===== src/rtl/jam_pkg.sv =====
// Shared types and width helpers for the jam_gen job-assignment solver.
package jam_pkg;

  typedef enum logic [2:0] {
    StIdle,
    StInit,
    StAcc,
    StCmp,
    StNext,
    StDone
  } jam_state_e;

  localparam logic MODE_MIN = 1'b0;
  localparam logic MODE_MAX = 1'b1;

  function automatic int unsigned idx_width(input int unsigned n);
    return ($clog2(n) < 1) ? 1 : $clog2(n);
  endfunction

  // Wide enough that n entries of (2^cost_w - 1) never overflow.
  function automatic int unsigned sum_width(input int unsigned n, input int unsigned cost_w);
    return cost_w + $clog2(n);
  endfunction

endpackage


===== src/rtl/jam_gen_if.sv =====
// Start/Busy handshake, cost-lookup port and result bus of jam_gen.
// best_perm exists only when JAM_BEST_PERM_EN is defined.
interface jam_gen_if #(
  parameter int unsigned N      = 8,
  parameter int unsigned COST_W = 7,
  parameter int unsigned CNT_W  = 16
);
  import jam_pkg::*;

  localparam int unsigned IDX_W = idx_width(N);
  localparam int unsigned SUM_W = sum_width(N, COST_W);

  logic              start;
  logic              mode;
  logic [IDX_W-1:0]  w;
  logic [IDX_W-1:0]  j;
  logic [COST_W-1:0] cost;
  logic              busy;
  logic [SUM_W-1:0]  best_cost;
  logic [CNT_W-1:0]  match_count;
  logic              valid;
`ifdef JAM_BEST_PERM_EN
  logic [N*IDX_W-1:0] best_perm;
`endif

  modport master (
    input  start,
    input  mode,
    input  cost,
    output w,
    output j,
    output busy,
    output best_cost,
    output match_count,
`ifdef JAM_BEST_PERM_EN
    output best_perm,
`endif
    output valid
  );

  modport slave (
    output start,
    output mode,
    output cost,
    input  w,
    input  j,
    input  busy,
    input  best_cost,
    input  match_count,
`ifdef JAM_BEST_PERM_EN
    input  best_perm,
`endif
    input  valid
  );

endinterface


===== src/rtl/jam_next_perm.sv =====
// Combinational lexicographic successor of a permutation, plus whether one exists.
module jam_next_perm #(
  parameter int unsigned N     = 8,
  parameter int unsigned IDX_W = 3
) (
  input  logic [N-1:0][IDX_W-1:0] perm_i,
  output logic                    has_pivot_o,
  output logic [N-1:0][IDX_W-1:0] perm_o
);

  logic [IDX_W-1:0]          piv;
  logic [IDX_W-1:0]          succ;
  logic [N-1:0][IDX_W-1:0]   swapped;

  always_comb begin
    has_pivot_o = 1'b0;
    piv         = '0;
    for (int i = 0; i < N - 1; i++) begin
      if (perm_i[i] < perm_i[i+1]) begin
        has_pivot_o = 1'b1;
        piv         = IDX_W'(i);
      end
    end

    // The suffix after the pivot is descending, so the last larger entry is the successor.
    succ = piv;
    for (int i = 0; i < N; i++) begin
      if ((IDX_W'(i) > piv) && (perm_i[i] > perm_i[piv])) begin
        succ = IDX_W'(i);
      end
    end

    swapped       = perm_i;
    swapped[piv]  = perm_i[succ];
    swapped[succ] = perm_i[piv];

    perm_o = swapped;
    for (int i = 0; i < N; i++) begin
      if (IDX_W'(i) > piv) begin
        perm_o[i] = swapped[piv + IDX_W'(N - i)];
      end
    end
  end

endmodule


===== src/rtl/jam_gen.sv =====
// Job-assignment solver: walks all N! permutations lexicographically and reports the optimal
// total cost and its multiplicity. Define JAM_BEST_PERM_EN to also export the best assignment.
module jam_gen
  import jam_pkg::*;
#(
  parameter int unsigned N      = 8,
  parameter int unsigned COST_W = 7,
  parameter int unsigned CNT_W  = 16
) (
  input  logic      clk_i,
  input  logic      rst_i,
  jam_gen_if.master bus
);

  localparam int unsigned      IDX_W = idx_width(N);
  localparam int unsigned      SUM_W = sum_width(N, COST_W);
  localparam logic [IDX_W-1:0] KLast = IDX_W'(N - 1);

  typedef logic [N-1:0][IDX_W-1:0] perm_t;

  jam_state_e       state_q, state_d;
  logic             mode_q, mode_d;
  perm_t            perm_q, perm_d, perm_next;
  logic             has_pivot;
  logic [IDX_W-1:0] k_q, k_d;
  logic [SUM_W-1:0] sum_q, sum_d;
  logic [SUM_W-1:0] best_q, best_d;
  logic [CNT_W-1:0] count_q, count_d;
  logic             better;
  logic [IDX_W-1:0] w, j;
`ifdef JAM_BEST_PERM_EN
  perm_t            best_perm_q, best_perm_d;
`endif

  function automatic perm_t identity_perm();
    perm_t p;
    for (int i = 0; i < N; i++) begin
      p[i] = IDX_W'(i);
    end
    return p;
  endfunction

  jam_next_perm #(
    .N     (N),
    .IDX_W (IDX_W)
  ) u_next_perm (
    .perm_i      (perm_q),
    .has_pivot_o (has_pivot),
    .perm_o      (perm_next)
  );

  assign better = (mode_q == MODE_MAX) ? (sum_q > best_q) : (sum_q < best_q);

  always_comb begin
    state_d = state_q;
    mode_d  = mode_q;
    perm_d  = perm_q;
    k_d     = k_q;
    sum_d   = sum_q;
    best_d  = best_q;
    count_d = count_q;
`ifdef JAM_BEST_PERM_EN
    best_perm_d = best_perm_q;
`endif
    w = '0;
    j = '0;

    unique case (state_q)
      StIdle: begin
        if (bus.start) begin
          mode_d  = bus.mode;
          state_d = StInit;
        end
      end
      StInit: begin
        perm_d  = identity_perm();
        best_d  = (mode_q == MODE_MAX) ? {SUM_W{1'b0}} : {SUM_W{1'b1}};
        count_d = '0;
        sum_d   = '0;
        k_d     = '0;
        state_d = StAcc;
      end
      StAcc: begin
        w     = k_q;
        j     = perm_q[k_q];
        sum_d = sum_q + SUM_W'(bus.cost);
        k_d   = k_q + 1'b1;
        if (k_q == KLast) begin
          state_d = StCmp;
        end
      end
      StCmp: begin
        // count == 0 seeds the first permutation regardless of the sentinel in best_q.
        if (better || (count_q == '0)) begin
          best_d  = sum_q;
          count_d = CNT_W'(1);
`ifdef JAM_BEST_PERM_EN
          best_perm_d = perm_q;
`endif
        end else if ((sum_q == best_q) && (count_q != {CNT_W{1'b1}})) begin
          count_d = count_q + 1'b1;
        end
        state_d = has_pivot ? StNext : StDone;
      end
      StNext: begin
        perm_d  = perm_next;
        sum_d   = '0;
        k_d     = '0;
        state_d = StAcc;
      end
      StDone: begin
        state_d = StIdle;
      end
      default: begin
        state_d = StIdle;
      end
    endcase
  end

  always_ff @(posedge clk_i) begin
    if (rst_i) begin
      state_q <= StIdle;
      mode_q  <= MODE_MIN;
      perm_q  <= identity_perm();
      k_q     <= '0;
      sum_q   <= '0;
      best_q  <= '0;
      count_q <= '0;
`ifdef JAM_BEST_PERM_EN
      best_perm_q <= '0;
`endif
    end else begin
      state_q <= state_d;
      mode_q  <= mode_d;
      perm_q  <= perm_d;
      k_q     <= k_d;
      sum_q   <= sum_d;
      best_q  <= best_d;
      count_q <= count_d;
`ifdef JAM_BEST_PERM_EN
      best_perm_q <= best_perm_d;
`endif
    end
  end

  assign bus.w           = w;
  assign bus.j           = j;
  assign bus.busy        = (state_q != StIdle) && (state_q != StDone);
  assign bus.valid       = (state_q == StDone);
  assign bus.best_cost   = best_q;
  assign bus.match_count = count_q;
`ifdef JAM_BEST_PERM_EN
  assign bus.best_perm   = best_perm_q;
`endif

endmodule

===== src/flat_wrapper.sv =====
// flat-port wrapper written by rule: the top's interface ports become plain ports
module jam_gen_flat import jam_pkg::*;
#(
  parameter int unsigned N      = 8,
  parameter int unsigned COST_W = 7,
  parameter int unsigned CNT_W  = 16
)
  (clk_i, rst_i, bus_start, bus_mode, bus_cost, bus_w, bus_j, bus_busy, bus_best_cost, bus_match_count, bus_valid);
  jam_gen_if #(.N(N), .COST_W(COST_W), .CNT_W(CNT_W)) bus_i ();
  input  logic clk_i;
  input  logic rst_i;
  input wire logic [$bits(bus_i.start)-1:0] bus_start;
  input wire logic [$bits(bus_i.mode)-1:0] bus_mode;
  input wire logic [$bits(bus_i.cost)-1:0] bus_cost;
  output wire logic [$bits(bus_i.w)-1:0] bus_w;
  output wire logic [$bits(bus_i.j)-1:0] bus_j;
  output wire logic [$bits(bus_i.busy)-1:0] bus_busy;
  output wire logic [$bits(bus_i.best_cost)-1:0] bus_best_cost;
  output wire logic [$bits(bus_i.match_count)-1:0] bus_match_count;
  output wire logic [$bits(bus_i.valid)-1:0] bus_valid;
  assign bus_i.start = bus_start;
  assign bus_i.mode = bus_mode;
  assign bus_i.cost = bus_cost;
  assign bus_w = bus_i.w;
  assign bus_j = bus_i.j;
  assign bus_busy = bus_i.busy;
  assign bus_best_cost = bus_i.best_cost;
  assign bus_match_count = bus_i.match_count;
  assign bus_valid = bus_i.valid;
  jam_gen #(.N(N), .COST_W(COST_W), .CNT_W(CNT_W)) u_core (.clk_i(clk_i), .rst_i(rst_i), .bus(bus_i));
endmodule

===== config.mk =====
export PLATFORM = sky130hd
export DESIGN_NAME = jam_gen_flat
export DESIGN_NICKNAME = d
export VERILOG_FILES = /design/src/rtl/jam_pkg.sv /design/src/rtl/jam_gen_if.sv /design/src/rtl/jam_next_perm.sv /design/src/rtl/jam_gen.sv /design/src/flat_wrapper.sv
export SDC_FILE = /design/constraint.sdc
export NUM_CORES = 1
export LEC_CHECK = 0
export CORE_UTILIZATION = 55
export DETAILED_ROUTE_END_ITERATION = 10
export DONT_BUFFER_PORTS = 1
export PLACE_DENSITY = 0.7
export SLEW_MARGIN = 30
export SYNTH_ARGS = -nofsm -noshare
export SYNTH_HDL_FRONTEND = slang
export SYNTH_SLANG_ARGS = --single-unit

===== constraint.sdc =====
create_clock -name clk_i -period 17.31 [get_ports clk_i]
set_input_delay 3.462 -clock clk_i [delete_from_list [all_inputs] [get_ports clk_i]]
set_output_delay 3.462 -clock clk_i [all_outputs]
set_load 0.02 [all_outputs]

==> metrics, run 1 <==
Critical Path Start Type flop; worst reg2reg path depth 26; clock-pin transition on the worst setup and hold timing paths 0.06 ns; Worst Hold End u_core.sum_q[0]; per-cell routed wire length approximately 25 µm; CP most frequent cell inv_1; Switching Share ~38%; RSZ-0062 raised after global routing false; Setup violations, final 0; Psw about 0.21 mW; R2R Path End u_core.perm_q[1]; cell depth of the worst hold path 2; max-cap viol count 0; Post-Synthesis Mean Instance Area 7.50 µm²; Slew headroom 39.8%; vias in the first global route approximately 7.8k; clk buf depth 2; Initial Utilization between 50% and 60%; Tot GR Track Use about two fifths; # H-tree levels 3; Fin. Hold Viols 0; first-pass GRT wire length ~45 mm; hold buffers post-CTS 0; worst hold slack about 0.54 ns; Worst VDD drop 0.0000519 V; EDFF count, synth 0; Max Fanout on Critical Path 36; P_int 0.351 mW; GR Layer Usage met2 about three fifths; FF+latch count, synth 67; clock power share a little under two fifths; # IOs 45; Critical Path RT 17.53 ns; Avg Vias per Cell 7.26; Final HPWL DP around 22 mm; area of the core 13900 µm²; M1 GR Usage between 40% and 50%; fmax 0.111 GHz; total number of vias roughly 8.7k; initial antenna violation count 0; sequential share of power approximately a third; DR DRC count 0; crit path time final 9.01 ns; post-synthesis net count 1126; Layout Nets 1085; gpl congestion around 1; Pleak ~3.2 nW; Area Growth Syn to Fin 4.70%; Comb pwr share a little under a third; setup bufs post-CTS 0; initial detailed-routing violation count 1202; CTS resizes 0; total power 0.563 mW; length of the first detailed-routing pass in iterations 6; R2R Setup Slk 8.30 ns; Worst-Margin Slew 0.900 ns; num rows 43; highest-delay cell along the critical path a311oi_2; Main synth FF type dfxtp_1; slowest stage delay, CP ~0.65 ns; Clock Sinks 67; Fin Setup TNS 0 ns; asr flop ratio synth 0%; CP top delay family compound AO/OA/AOI/OAI gates; port bufs 0; pins over their slew limit 0; synthesized cell area 7910 µm²; period utilisation layout 52.0%; Yosys warning total 0; Clock Skew 0.0151 ns; worst skew pair latency 0.34 ns; WP buf/inv 5; Syn Inst Count 1055; Critical Path AT 9.22 ns; die area 14900 µm²; grt ovf 0; met3 usage 9.78%; sequential share of the synthesized area 17.0%; status complete, no violations; clk root buf clkbuf_16; Die W 122 µm; Power Dens Cells 68.0 nW/µm²; CP Class reg -> reg; hold_sp u_core.sum_q[0]; Cell variety after synth between 90 and 100; Post-Route WL slightly below 30 mm; antenna viol nets, final 0; Hold WC Path Type reg -> reg; Num CTS Buffers 9; Diodes inserted 0; GRT busiest layer met2; R2R Path Start u_core.perm_q[23]; Die Ht 122 µm; CTS tree built; Crit. End Element flop; share of layout cells above drive strength 1 9.03%; largest net degree at the start of global routing 37
[how the worst max path moves through the flow]
stage | cells past startpoint | slack, ns | startpoint | to
floorplan | 26 | 11.16 | u_core.perm_q[19] | u_core.perm_q[11]
global placement | 26 | 8.22 | u_core.perm_q[23] | u_core.perm_q[0]
detailed placement | 26 | 8.71 | u_core.perm_q[23] | u_core.perm_q[4]
CTS | 26 | 8.68 | u_core.perm_q[23] | u_core.perm_q[4]
global route | 26 | 8.02 | u_core.perm_q[23] | u_core.perm_q[1]
finish | 26 | 8.30 | u_core.perm_q[23] | u_core.perm_q[1]
[stage by stage]
| step | instances | setup slack (ns) | area, µm² | utilization [%] |
|---|---|---|---|---|
| floorplan | 1055 | 11.16 | 7910 | - |
| global placement | 1183 | 8.22 | 7940 | 57.0 |
| detailed placement | 1183 | 8.71 | 7950 | 57.1 |
| CTS | 1199 | 8.68 | 8280 | 59.4 |
| global route | 1199 | 8.02 | 8280 | 59.5 |
| finish | 1199 | 8.30 | 8280 | 59.5 |
[layout make-up]
class,count,area [µm²]
tap,180,225
sequential,67,1340
fill,1317,5650
inverter,62,233
clock inverter,7,100
timing repair buffer,12,90.1
clock buffer,9,225
multi-input combinational,862,6070
[worst register-to-register path: stages, from the launching register on]
cell,delay [ns]
dfxtp_1,0.46
inv_1,0.16
ha_1,0.32
nand2_1,0.08
o21ai_2,0.54
o21ai_1,0.35
nor2_2,0.15
buf_4,0.43
inv_1,0.44
buf_4,0.37
o211ai_1,0.14
nand3_1,0.15
o21ai_1,0.39
inv_1,0.58
ha_1,0.55
a31oi_1,0.11
o41ai_1,0.43
nor3_1,0.11
o31a_1,0.36
o32ai_2,0.35
a21oi_2,0.28
and4_1,0.27
a311oi_2,0.65
a21boi_1,0.19
o32ai_1,0.63
o211a_1,0.30
o31ai_1,0.11
[per-layer routing]
layer	wire (µm)	vias up
met5	0	-
li1	-	3896
met4	2100	0
met1	11200	4034
met2	12900	612
met3	3530	167
[placed cells by master, fill, tap and decap left out, types with 12 or more instances in the layout]
cell type	count
a211oi_1	15
a21oi_1	77
a31oi_1	19
and3_1	15
buf_4	12
dfxtp_1	67
ha_1	59
inv_1	59
mux2i_1	34
mux4_2	16
nand2_1	86
nand3_1	31
nor2_1	129
nor3_1	21
o211ai_1	24
o21a_1	13
o21ai_0	60
o221ai_1	14
xor2_1	14
[cells in the mapped netlist, types with 14 or more instances]
library cell,count,area share [%]
nand3_1,31,2.0
and3_1,15,1.2
ha_1,59,9.3
inv_1,59,2.8
a21oi_1,77,4.9
a31oi_1,19,1.5
o21ai_0,60,3.8
a211oi_1,15,1.4
nor3_1,22,1.4
mux2i_1,34,4.3
o211ai_1,24,2.3
clkbuf_1,41,1.9
nor2_1,129,6.1
dfxtp_1,67,17
o221ai_1,14,1.5
mux4_2,16,4.6
xor2_1,14,1.5
nand2_1,86,4.1
[flip-flops by register name (all words and copies together) (netlist names)]
name,count
u_core.perm_q,24
u_core.bus.match_count,16
u_core.bus.best_cost,10
u_core.sum_q,10
u_core.k_q,3
u_core.state_q,3
u_core.mode_q,1
[power groups by stage]
stage | clock network, mW | logic (mW) | registers, mW
floorplan | 0 | 0.135 | 0.174
global placement | 0 | 0.171 | 0.180
detailed placement | 0 | 0.171 | 0.180
CTS | 0.209 | 0.172 | 0.177
global route | 0.216 | 0.192 | 0.179
finish | 0.208 | 0.178 | 0.177
[cells by family after synthesis]
logic type | synth area share [%]
adders and majority gates | 9.58
DFF | 17.0
and+or+nand+nor | 22.1
AOI/OAI and AO/OA | 31.4
muxes | 10.5
xor gates and xnor gates | 2.77
buffers and inverters | 6.64
Note: power is estimated with default switching activity, not from simulation.
==> run 2: changes to the inputs <==
- clock period: 17.31 -> 9.4 ns (I/O delays scaled with it)
==> metrics, run 2 (synthesis gave the netlist of run 1 again) <==
status complete, no violations (unchanged); Worst-Margin Slew 0.964 ns (was 0.900 ns); max-cap viol count 0 (unchanged); Setup violations, final 0 (unchanged); pins over their slew limit 0 (unchanged); GRT busiest layer met2 (unchanged); commonest cells after routing, fill and taps aside nor2_1 (129), nand2_1 (86), a21oi_1 (76), dfxtp_1 (67), o21ai_0 (60) (was nor2_1 (129), nand2_1 (86), a21oi_1 (77), dfxtp_1 (67), o21ai_0 (60)); Fin. Hold Viols 0 (unchanged); met3 usage 9.55% (was 9.78%); GR Layer Usage met2 63.5% (was 61.8%); largest net degree at the start of global routing 36 (was 37); # H-tree levels 3 (unchanged); die area 14900 µm² (unchanged); Place WS 1.45 ns (was 8.71 ns); per-cell routed wire length 24.9 µm (was 24.8 µm); Area Growth Syn to Fin 5.52% (was 4.70%); commonest non-fill, non-tap cell in the layout nor2_1 (unchanged); slowest stage delay, CP 0.75 ns (was 0.65 ns); share of layout cells above drive strength 1 9.74% (was 9.03%); cell depth of the worst hold path 2 (unchanged); M1 GR Usage 50.9% (was 49.8%); DR DRC count 0 (unchanged); CP Class reg -> reg (unchanged); antenna viol nets, final 0 (unchanged); length of the first detailed-routing pass in iterations 6 (unchanged); Num CTS Buffers 9 (unchanged); Avg Vias per Cell 7.23 (was 7.26); hold buffers post-CTS 0 (unchanged); port bufs 0 (unchanged); Post-Route WL 30.0 mm (was 29.7 mm); WP buf/inv 3 (was 5); highest-delay cell along the critical path o32ai_1 (was a311oi_2); post-route cell area 8350 µm² (was 8280 µm²); CP top delay family compound AO/OA/AOI/OAI gates (unchanged); worst hold slack 0.535 ns (was 0.540 ns); num rows 43 (unchanged); first-pass GRT wire length 45.6 mm (was 45.2 mm); DP Area 8010 µm² (was 7950 µm²); CTS resizes 0 (unchanged); total number of vias 8725 (was 8709); crit path time final 8.09 ns (was 9.01 ns); Slew headroom 35.7% (was 39.8%); clock-pin transition on the worst setup and hold timing paths 0.06 ns (about the same); initial detailed-routing violation count 1308 (was 1202); Critical Path RT 9.61 ns (was 17.53 ns); Worst Hold End u_core.sum_q[0] (unchanged); Crit. End Element flop (unchanged); Diodes inserted 0 (unchanged); register bank with the most flops u_core.perm_q (unchanged); fmax 0.124 GHz (was 0.111 GHz); R2R Path Start u_core.perm_q[14] (was u_core.perm_q[23]); initial antenna violation count 0 (unchanged); final worst slack 1.31 ns (was 8.30 ns); Critical Path AT 8.30 ns (was 9.22 ns); R2R Setup Slk 1.31 ns (was 8.30 ns); # IOs 45 (unchanged); gpl congestion 1.05 (was 1.03); Fin Setup TNS 0 ns (unchanged); Filler Cells Inserted 1281 (was 1317); Hold WC Path Type reg -> reg (unchanged); number of flip-flops in the largest register 24 (unchanged); Layout Nets 1093 (was 1085); period utilisation layout 86.1% (was 52.0%); Pleak 3.22 nW (was 3.18 nW); R2R Path End u_core.perm_q[13] (was u_core.perm_q[1]); worst skew pair latency 0.35 ns (was 0.34 ns); setup bufs post-CTS 0 (unchanged); hold_sp u_core.sum_q[0] (unchanged); clk buf depth 2 (unchanged); vias in the first global route 8058 (was 7849); Die Ht 122 µm (unchanged); Die W 122 µm (unchanged); Clock Sinks 67 (unchanged); CTS tree built (unchanged); area of the multi-input gates 6070 µm² (about the same); Tot GR Track Use 40.9% (was 40.4%); Stages on worst setup path 25 (was 26); worst reg2reg path depth 25 (was 26); Power Dens Cells 125 nW/µm² (was 68.0 nW/µm²); Initial Utilization 56.8% (unchanged); Reg area 1340 µm² (unchanged); Max Fanout on Critical Path 16 (was 36); Clock Skew 0.0115 ns (was 0.0151 ns); clk root buf clkbuf_16 (unchanged); area of the core 13900 µm² (unchanged); Worst VDD drop 0.0000795 V (was 0.0000519 V); grt ovf 0 (unchanged); Critical Path Start Type flop (unchanged); Final HPWL DP 21.9 mm (was 21.7 mm); RSZ-0062 raised after global routing false (unchanged)
## run 2: layout make-up
| type | count | area share (%) |
|---|---|---|
| inverter | 62 | 2.79 |
| timing repair buffer | 20 | 1.80 |
| tap | 180 | 2.70 |
| sequential | 67 | 16.1 |
| clock inverter | 6 | 1.05 |
| clock buffer | 10 | 2.86 |
| multi-input combinational | 862 | 72.7 |
## run 2: stage by stage
stage               cells  power (mW)  util [%]
finish               1207        1.05      59.9
global route         1207        1.09      59.9
CTS                  1207        1.04      59.8
detailed placement   1191       0.655      57.5
global placement     1191       0.655      57.5
floorplan            1055       0.569         -
## run 2: power by group
part           switching, mW  total [mW]  internal [mW]
Sequential            0.0291       0.327          0.298
Combinational          0.218       0.336          0.118
Clock                  0.145       0.385          0.240
Total                  0.392        1.05          0.656
## run 2: layer usage
metal  vias up  part of all wire (%)
li1       3910                     -
met1      4009                    37
met2       646                    44
met3       160                    12
met4         0                   6.8
met5         -                     0
## run 2: worst reg2reg max path, stage by stage, from the launching register on
cell	delay, ns
dfxtp_1	0.56
inv_1	0.19
ha_1	0.33
nand2_1	0.09
o21ai_2	0.27
nand2_1	0.23
a21o_1	0.30
inv_1	0.46
nand2_1	0.11
o211ai_1	0.11
o21ai_0	0.16
o21ai_1	0.67
inv_1	0.20
ha_1	0.39
a31oi_1	0.11
o41ai_1	0.36
nor3_1	0.10
o31a_1	0.39
o32ai_2	0.42
a21oi_2	0.31
and4_1	0.28
a311oi_2	0.61
a21boi_1	0.19
o32ai_1	0.75
o211a_1	0.27
o22ai_1	0.10
## run 2: worst max-delay path by stage
stage,slack (ns),end,startpoint
floorplan,3.25,u_core.perm_q[11],u_core.perm_q[19]
global placement,1.51,u_core.perm_q[9],u_core.perm_q[14]
detailed placement,1.45,u_core.perm_q[13],u_core.perm_q[14]
CTS,1.44,u_core.perm_q[13],u_core.perm_q[14]
global route,1.0,u_core.perm_q[13],u_core.perm_q[10]
finish,1.31,u_core.perm_q[13],u_core.perm_q[14]
==> run 3: changes to the inputs <==
- CAP_MARGIN: unset -> 20
==> results of run 3 <==
Final layout, timing and power as in run 2 (identical DEF).
